**src/rtl/ad9833_cfg_sequencer_if.sv**
```systemverilog
// Request/engine bundle between a controller, the AD9833 word sequencer and the SPI engine.
// Handshake: update_req_i is a one-cycle request that is always taken; start_pluse_o is a
// one-cycle strobe and the engine owns the word until busy_i has risen and fallen again.
interface ad9833_cfg_sequencer_if;
   logic        update_req_i;
   logic [27:0] freq_word_i;
   logic [11:0] phase_word_i;
   logic [1:0]  wave_sel_i;
   logic [15:0] cfg_data_o;
   logic        start_pluse_o;
   logic        busy_i;
   logic        seq_busy_o;
   logic        done_o;
   logic        err_timeout_o;

   modport master (
      output update_req_i, freq_word_i, phase_word_i, wave_sel_i, busy_i,
      input  cfg_data_o, start_pluse_o, seq_busy_o, done_o, err_timeout_o
   );

   modport slave (
      input  update_req_i, freq_word_i, phase_word_i, wave_sel_i, busy_i,
      output cfg_data_o, start_pluse_o, seq_busy_o, done_o, err_timeout_o
   );
endinterface

```
**src/rtl/ad9833_cfg_sequencer.sv**
```systemverilog
// Turns one update request into the five-word AD9833 FREQ0/PHASE0 programming sequence
// and feeds it word by word to the SPI engine over its start-pulse/busy handshake.
module ad9833_cfg_sequencer #(
   parameter int GAP_CYCLES     = 4,
   parameter int TIMEOUT_CYCLES = 16
) (
   input  logic                      sys_clk_i,
   input  logic                      rst_i,
   ad9833_cfg_sequencer_if.slave     bus,
   output logic [2:0]                dbg_state_o
);

   localparam int GW = $clog2(GAP_CYCLES + 1);
   localparam int TW = $clog2(TIMEOUT_CYCLES + 1);

   typedef enum logic [2:0] {
      IDLE    = 3'd0,
      START   = 3'd1,
      WAIT_HI = 3'd2,
      WAIT_LO = 3'd3,
      GAP     = 3'd4,
      FINISH  = 3'd5
   } state_t;

   state_t       state;
   logic [2:0]   idx;
   logic [GW-1:0] gap_cnt;
   logic [TW-1:0] to_cnt;

   logic [27:0]  sh_freq;
   logic [11:0]  sh_phase;
   logic [1:0]   sh_wave;

   logic         pend;
   logic [27:0]  pend_freq;
   logic [11:0]  pend_phase;
   logic [1:0]   pend_wave;

   logic [15:0]  cfg_data_r;
   logic         start_r;
   logic         seq_busy_r;
   logic         done_r;
   logic         err_r;

   // Word 0 is a constant, so a fresh sequence can launch before the shadow regs update.
   function automatic logic [15:0] word_of(input logic [2:0]  i,
                                           input logic [27:0] f,
                                           input logic [11:0] p,
                                           input logic [1:0]  w);
      logic [15:0] ctrl;
      case (w)
         2'd0:    ctrl = 16'h2000;
         2'd1:    ctrl = 16'h2002;
         2'd2:    ctrl = 16'h2020;
         default: ctrl = 16'h2028;
      endcase
      case (i)
         3'd0:    word_of = 16'h2100;
         3'd1:    word_of = {2'b01, f[13:0]};
         3'd2:    word_of = {2'b01, f[27:14]};
         3'd3:    word_of = {4'hC, p};
         default: word_of = ctrl;
      endcase
   endfunction

   always_ff @(posedge sys_clk_i or posedge rst_i) begin
      if (rst_i) begin
         state      <= IDLE;
         idx        <= 3'd0;
         gap_cnt    <= '0;
         to_cnt     <= '0;
         sh_freq    <= '0;
         sh_phase   <= '0;
         sh_wave    <= '0;
         pend       <= 1'b0;
         pend_freq  <= '0;
         pend_phase <= '0;
         pend_wave  <= '0;
         cfg_data_r <= '0;
         start_r    <= 1'b0;
         seq_busy_r <= 1'b0;
         done_r     <= 1'b0;
         err_r      <= 1'b0;
      end else begin
         start_r <= 1'b0;
         done_r  <= 1'b0;

         // Requests arriving mid-sequence park here; later branches may override.
         if (bus.update_req_i && state != IDLE) begin
            pend       <= 1'b1;
            pend_freq  <= bus.freq_word_i;
            pend_phase <= bus.phase_word_i;
            pend_wave  <= bus.wave_sel_i;
         end

         case (state)
            IDLE: begin
               if (bus.update_req_i) begin
                  sh_freq    <= bus.freq_word_i;
                  sh_phase   <= bus.phase_word_i;
                  sh_wave    <= bus.wave_sel_i;
                  err_r      <= 1'b0;
                  idx        <= 3'd0;
                  seq_busy_r <= 1'b1;
                  cfg_data_r <= 16'h2100;
                  start_r    <= 1'b1;
                  state      <= START;
               end
            end
            START: begin
               to_cnt <= TW'(1);
               state  <= WAIT_HI;
            end
            WAIT_HI: begin
               if (bus.busy_i) begin
                  state <= WAIT_LO;
               end else if (to_cnt == TW'(TIMEOUT_CYCLES - 1)) begin
                  err_r      <= 1'b1;
                  pend       <= 1'b0;
                  seq_busy_r <= 1'b0;
                  state      <= IDLE;
               end else begin
                  to_cnt <= to_cnt + TW'(1);
               end
            end
            WAIT_LO: begin
               if (!bus.busy_i) begin
                  gap_cnt <= '0;
                  state   <= GAP;
               end
            end
            GAP: begin
               if (gap_cnt == GW'(GAP_CYCLES - 1)) begin
                  if (idx == 3'd4) begin
                     done_r <= 1'b1;
                     state  <= FINISH;
                  end else begin
                     idx        <= idx + 3'd1;
                     cfg_data_r <= word_of(idx + 3'd1, sh_freq, sh_phase, sh_wave);
                     start_r    <= 1'b1;
                     state      <= START;
                  end
               end else begin
                  gap_cnt <= gap_cnt + GW'(1);
               end
            end
            FINISH: begin
               // A request landing in this very cycle is newer than anything pending.
               if (bus.update_req_i || pend) begin
                  sh_freq    <= bus.update_req_i ? bus.freq_word_i  : pend_freq;
                  sh_phase   <= bus.update_req_i ? bus.phase_word_i : pend_phase;
                  sh_wave    <= bus.update_req_i ? bus.wave_sel_i   : pend_wave;
                  pend       <= 1'b0;
                  idx        <= 3'd0;
                  cfg_data_r <= 16'h2100;
                  start_r    <= 1'b1;
                  state      <= START;
               end else begin
                  seq_busy_r <= 1'b0;
                  state      <= IDLE;
               end
            end
            default: begin
               seq_busy_r <= 1'b0;
               state      <= IDLE;
            end
         endcase
      end
   end

   assign bus.cfg_data_o    = cfg_data_r;
   assign bus.start_pluse_o = start_r;
   assign bus.seq_busy_o    = seq_busy_r;
   assign bus.done_o        = done_r;
   assign bus.err_timeout_o = err_r;
   assign dbg_state_o       = state;

endmodule

```
**src/flat_wrapper.sv**
```systemverilog
// flat-port wrapper written by rule: the top's interface ports become plain ports
module ad9833_cfg_sequencer_flat 
#(
   parameter int GAP_CYCLES     = 4,
   parameter int TIMEOUT_CYCLES = 16
)
  (sys_clk_i, rst_i, dbg_state_o, bus_update_req_i, bus_freq_word_i, bus_phase_word_i, bus_wave_sel_i, bus_busy_i, bus_cfg_data_o, bus_start_pluse_o, bus_seq_busy_o, bus_done_o, bus_err_timeout_o);
  ad9833_cfg_sequencer_if bus_i ();
  input  logic sys_clk_i;
  input  logic rst_i;
  output logic [2:0] dbg_state_o;
  input wire logic [$bits(bus_i.update_req_i)-1:0] bus_update_req_i;
  input wire logic [$bits(bus_i.freq_word_i)-1:0] bus_freq_word_i;
  input wire logic [$bits(bus_i.phase_word_i)-1:0] bus_phase_word_i;
  input wire logic [$bits(bus_i.wave_sel_i)-1:0] bus_wave_sel_i;
  input wire logic [$bits(bus_i.busy_i)-1:0] bus_busy_i;
  output wire logic [$bits(bus_i.cfg_data_o)-1:0] bus_cfg_data_o;
  output wire logic [$bits(bus_i.start_pluse_o)-1:0] bus_start_pluse_o;
  output wire logic [$bits(bus_i.seq_busy_o)-1:0] bus_seq_busy_o;
  output wire logic [$bits(bus_i.done_o)-1:0] bus_done_o;
  output wire logic [$bits(bus_i.err_timeout_o)-1:0] bus_err_timeout_o;
  assign bus_i.update_req_i = bus_update_req_i;
  assign bus_i.freq_word_i = bus_freq_word_i;
  assign bus_i.phase_word_i = bus_phase_word_i;
  assign bus_i.wave_sel_i = bus_wave_sel_i;
  assign bus_i.busy_i = bus_busy_i;
  assign bus_cfg_data_o = bus_i.cfg_data_o;
  assign bus_start_pluse_o = bus_i.start_pluse_o;
  assign bus_seq_busy_o = bus_i.seq_busy_o;
  assign bus_done_o = bus_i.done_o;
  assign bus_err_timeout_o = bus_i.err_timeout_o;
  ad9833_cfg_sequencer #(.GAP_CYCLES(GAP_CYCLES), .TIMEOUT_CYCLES(TIMEOUT_CYCLES)) u_core (.sys_clk_i(sys_clk_i), .rst_i(rst_i), .bus(bus_i), .dbg_state_o(dbg_state_o));
endmodule
```
**config.mk**
```make
export PLATFORM = sky130hd
export DESIGN_NAME = ad9833_cfg_sequencer_flat
export DESIGN_NICKNAME = d
export VERILOG_FILES = /design/src/rtl/ad9833_cfg_sequencer_if.sv /design/src/rtl/ad9833_cfg_sequencer.sv /design/src/flat_wrapper.sv
export SDC_FILE = /design/constraint.sdc
export NUM_CORES = 1
export LEC_CHECK = 0
export ABC_CLOCK_PERIOD_IN_PS = 8050
export CAP_MARGIN = 30
export CORE_ASPECT_RATIO = 0.9
export CORE_UTILIZATION = 55
export CTS_CLUSTER_DIAMETER = 200
export DETAILED_ROUTE_END_ITERATION = 10
export GPL_TIMING_DRIVEN = 0
export HOLD_SLACK_MARGIN = 0.1
export PLACE_DENSITY = 0.76
export SLEW_MARGIN = 20
export SYNTH_ARGS = -nofsm -noshare
export SYNTH_HDL_FRONTEND = slang
export SYNTH_SLANG_ARGS = --single-unit
```
**constraint.sdc**
```tcl
create_clock -name sys_clk_i -period 8.05 [get_ports sys_clk_i]
set_input_delay 1.2075 -clock sys_clk_i [delete_from_list [all_inputs] [get_ports sys_clk_i]]
set_output_delay 1.2075 -clock sys_clk_i [all_outputs]
set_load 0.03 [all_outputs]
```
==> metrics.txt <==
gr busiest metal=met2; Initial Utilization=56.7%; pin count of the biggest net entering global routing=83; gr usage total=27.3%; routed vias=4145; minimum clock period=2810 ps; first-pass GRT wire length=21300 um; Final Hold Viols=0; Core ar.=9700 um2; Critical Path Start Type=flip-flop; skew final=6.91 ps; Cell Chain, Critical Path=clkdlybuf4s50_1; Pre-antenna DRT Iters=6; Num CTS Buffers=17; CP endpoint kind=output port; Worst Path Arrival=1600 ps; grt total ovfl=0; worst path bufs/invs=1; maximum clock frequency=0.356 GHz; # port buffers=67; filler-free cell count of the finished design=711; hold path start=u_core.bus.cfg_data_o[1]; FF-to-FF Start=u_core.to_cnt[0]; postcts setup bufs=0; EDFF count, synth=0; setup tns final=0 ps; mean post-synth cell area=11.3 um2; Tot Pwr=2.61 mW; syn nets=541; Site Rows=34; max cap viols=0; nets=628; # clock sinks=119; synth unique cells=49; Lkg Pwr=2.85 nW; # setup viols final=0; crit path max fanout=2; register area=2980 um2; Post-DRT Antenna Nets=0; Layout area overhead=25.4%; GPL Wtd Cong=0.825; Resized Gates After CTS=0; initial drt markers=292; post-DR vias/cell=5.83; sequential fraction of the synthesis area=54.2%; share of post-route cells with drive strength above 1=19.7%; CP delay by family, top=buffers and inverters; Layout fillers=721; vias in the first global route=4187; clock-pin slew on the worst setup and hold paths=60 ps; Mapped Area=5500 um2; worst path required time=6840 ps; estimated wirelength of the detail-placed design=8910 um; power per cell area=378 nW/um2; slew of the pin with the lowest slew margin=619 ps; worst-case clock buffer depth=2; GR met3 Demand/Resource=6.67%; met2 Usage GRT=42.8%; Die W=107 um; critical path's largest stage delay=690 ps; Root Driver=clkbuf_8; critical path's slowest cell=clkdlybuf4s50_1; multi-input logic area=2270 um2; post-synthesis register bit count=119; crit path kind=reg -> out; Post-CTS Hold Fix Bufs=0; Post-synth top flop=dfrtp_1; Final Core Density=71.1%; ys async rst share=100%; Syn Inst Count=486; H-tree depth=4; antenna cells=0; synth warn=0; Die Area=10400 um2; grt met1 use=36.5%; HP Class=reg -> reg; dpl cells=680; worst vdd ir=0.000233 V; Residual DRC=0; Slew Limit Fails=0; clk_lat worst skew=520 ps; die height=96.9 um; I/O pin count=69; final WL=12700 um; Slew headroom=58.7%; wire length per cell=17.9 um; status=finished, final reports clean; Crit. Startpoint=u_core.bus.cfg_data_o[7]; initial antenna violation count=0; period utilisation layout=34.9%; RSZ-0062 raised after global routing=false; CTS tree=built
cells by family after synthesis:
group	after synthesis	share of synthesized area, %
AO/OA/AOI/OAI	116	13.7
adder cells (fa/ha/maj)	9	2.05
buffers and inverters	48	4.53
flip-flops	119	54.2
multiplexers	88	17.0
AND/OR/NAND/NOR	106	8.53
layer usage:
layer	part of all wire (%)	vias up
li1	-	1922
met1	43	2058
met5	0	-
met3	6.0	22
met2	49	143
met4	2.2	0
through the flow:
stage                     setup slack (ps)  area, um2  hold WS (ps)
after global placement                2070       6330           465
after floorplan                       3690       5500           464
after global routing                  5200       6890           512
after CTS                             5240       6890           494
final                                 5240       6890           490
after detailed placement              5100       6360           482
power by group:
part           leakage [nW]  switching, mW  internal [mW]  total [mW]
clock                 0.265          0.254          0.434       0.689
sequential             1.41          0.164          0.855        1.02
combinational          1.17          0.488          0.410       0.898
synth_stat cells, types with 2 or more instances:
cell / number / area share (%)
dfrtp_1: 119 / 54
nor2_1: 58 / 4.0
mux2_2: 44 / 9.0
a21oi_1: 43 / 3.9
mux2i_1: 43 / 7.8
nand2_1: 24 / 1.6
o21ai_0: 24 / 2.2
buf_2: 16 / 1.5
a222oi_1: 12 / 2.2
inv_1: 12 / 0.82
a21oi_2: 9 / 1.4
clkbuf_1: 9 / 0.61
ha_1: 9 / 2.0
buf_4: 7 / 0.96
a31oi_1: 5 / 0.57
a22oi_1: 4 / 0.55
nor2b_1: 4 / 0.46
buf_6: 3 / 0.61
nand3_1: 3 / 0.27
nor3_1: 3 / 0.27
and3_1: 2 / 0.23
o211ai_1: 2 / 0.27
o21ai_1: 2 / 0.18
o22a_1: 2 / 0.32
o22ai_1: 2 / 0.23
or3b_1: 2 / 0.32
final cells by class:
class	instances	share of cell area, %
Sequential cell	119	43.2
Clock inverter	10	1.54
Timing Repair Buffer	68	10.1
Multi-Input combinational cell	319	32.9
Clock buffer	21	6.23
Inverter	13	0.780
Buffer	35	2.90
Tap cell	126	2.29
final timing paths:
kind | end | slack [ps] | depth (start not counted)
max in group asynchronous | u_core.pend_freq[20] | 6270 | 3
min | u_core.bus.cfg_data_o[1] | 490 | 2
max | bus_cfg_data_o[7] | 5240 | 1
max reg2reg | u_core.to_cnt[3] | 5790 | 7
min in group asynchronous | u_core.pend_freq[10] | 1070 | 2
min reg2reg | u_core.bus.cfg_data_o[1] | 490 | 2
state kept, by name (all words and copies together), names as in the netlist:
name	cells
u_core.bus.cfg_data_o	16
u_core.idx	3
u_core.pend	1
u_core.sh_wave	2
u_core.gap_cnt	3
u_core.pend_phase	12
u_core.bus.seq_busy_o	1
u_core.bus.err_timeout_o	1
u_core.dbg_state_o	3
u_core.to_cnt	5
u_core.sh_phase	12
u_core.bus.start_pluse_o	1
u_core.bus.done_o	1
u_core.pend_wave	2
u_core.sh_freq	28
u_core.pend_freq	28
cells in the final DEF (no fill, tap or decap), types with 2 or more instances in the layout:
cell and instances:
a21oi_1 43, a21oi_2 9, a222oi_1 12, a22oi_1 4, a31oi_1 5, and3_1 2, buf_2 16, buf_4 7
buf_6 3, bufinv_16 2, clkbuf_1 13, clkbuf_16 16, clkdlybuf4s50_1 67, clkinv_2 6, dfrtp_1 119, ha_1 9
inv_1 11, mux2_2 44, mux2i_1 43, nand2_1 24, nand3_1 3, nor2_1 58, nor2b_1 4, nor3_1 3
o211ai_1 2, o21ai_0 24, o21ai_1 2, o22a_1 2, o22ai_1 2, or3b_1 2
No activity file was read; power rests on OpenSTA's default activity.
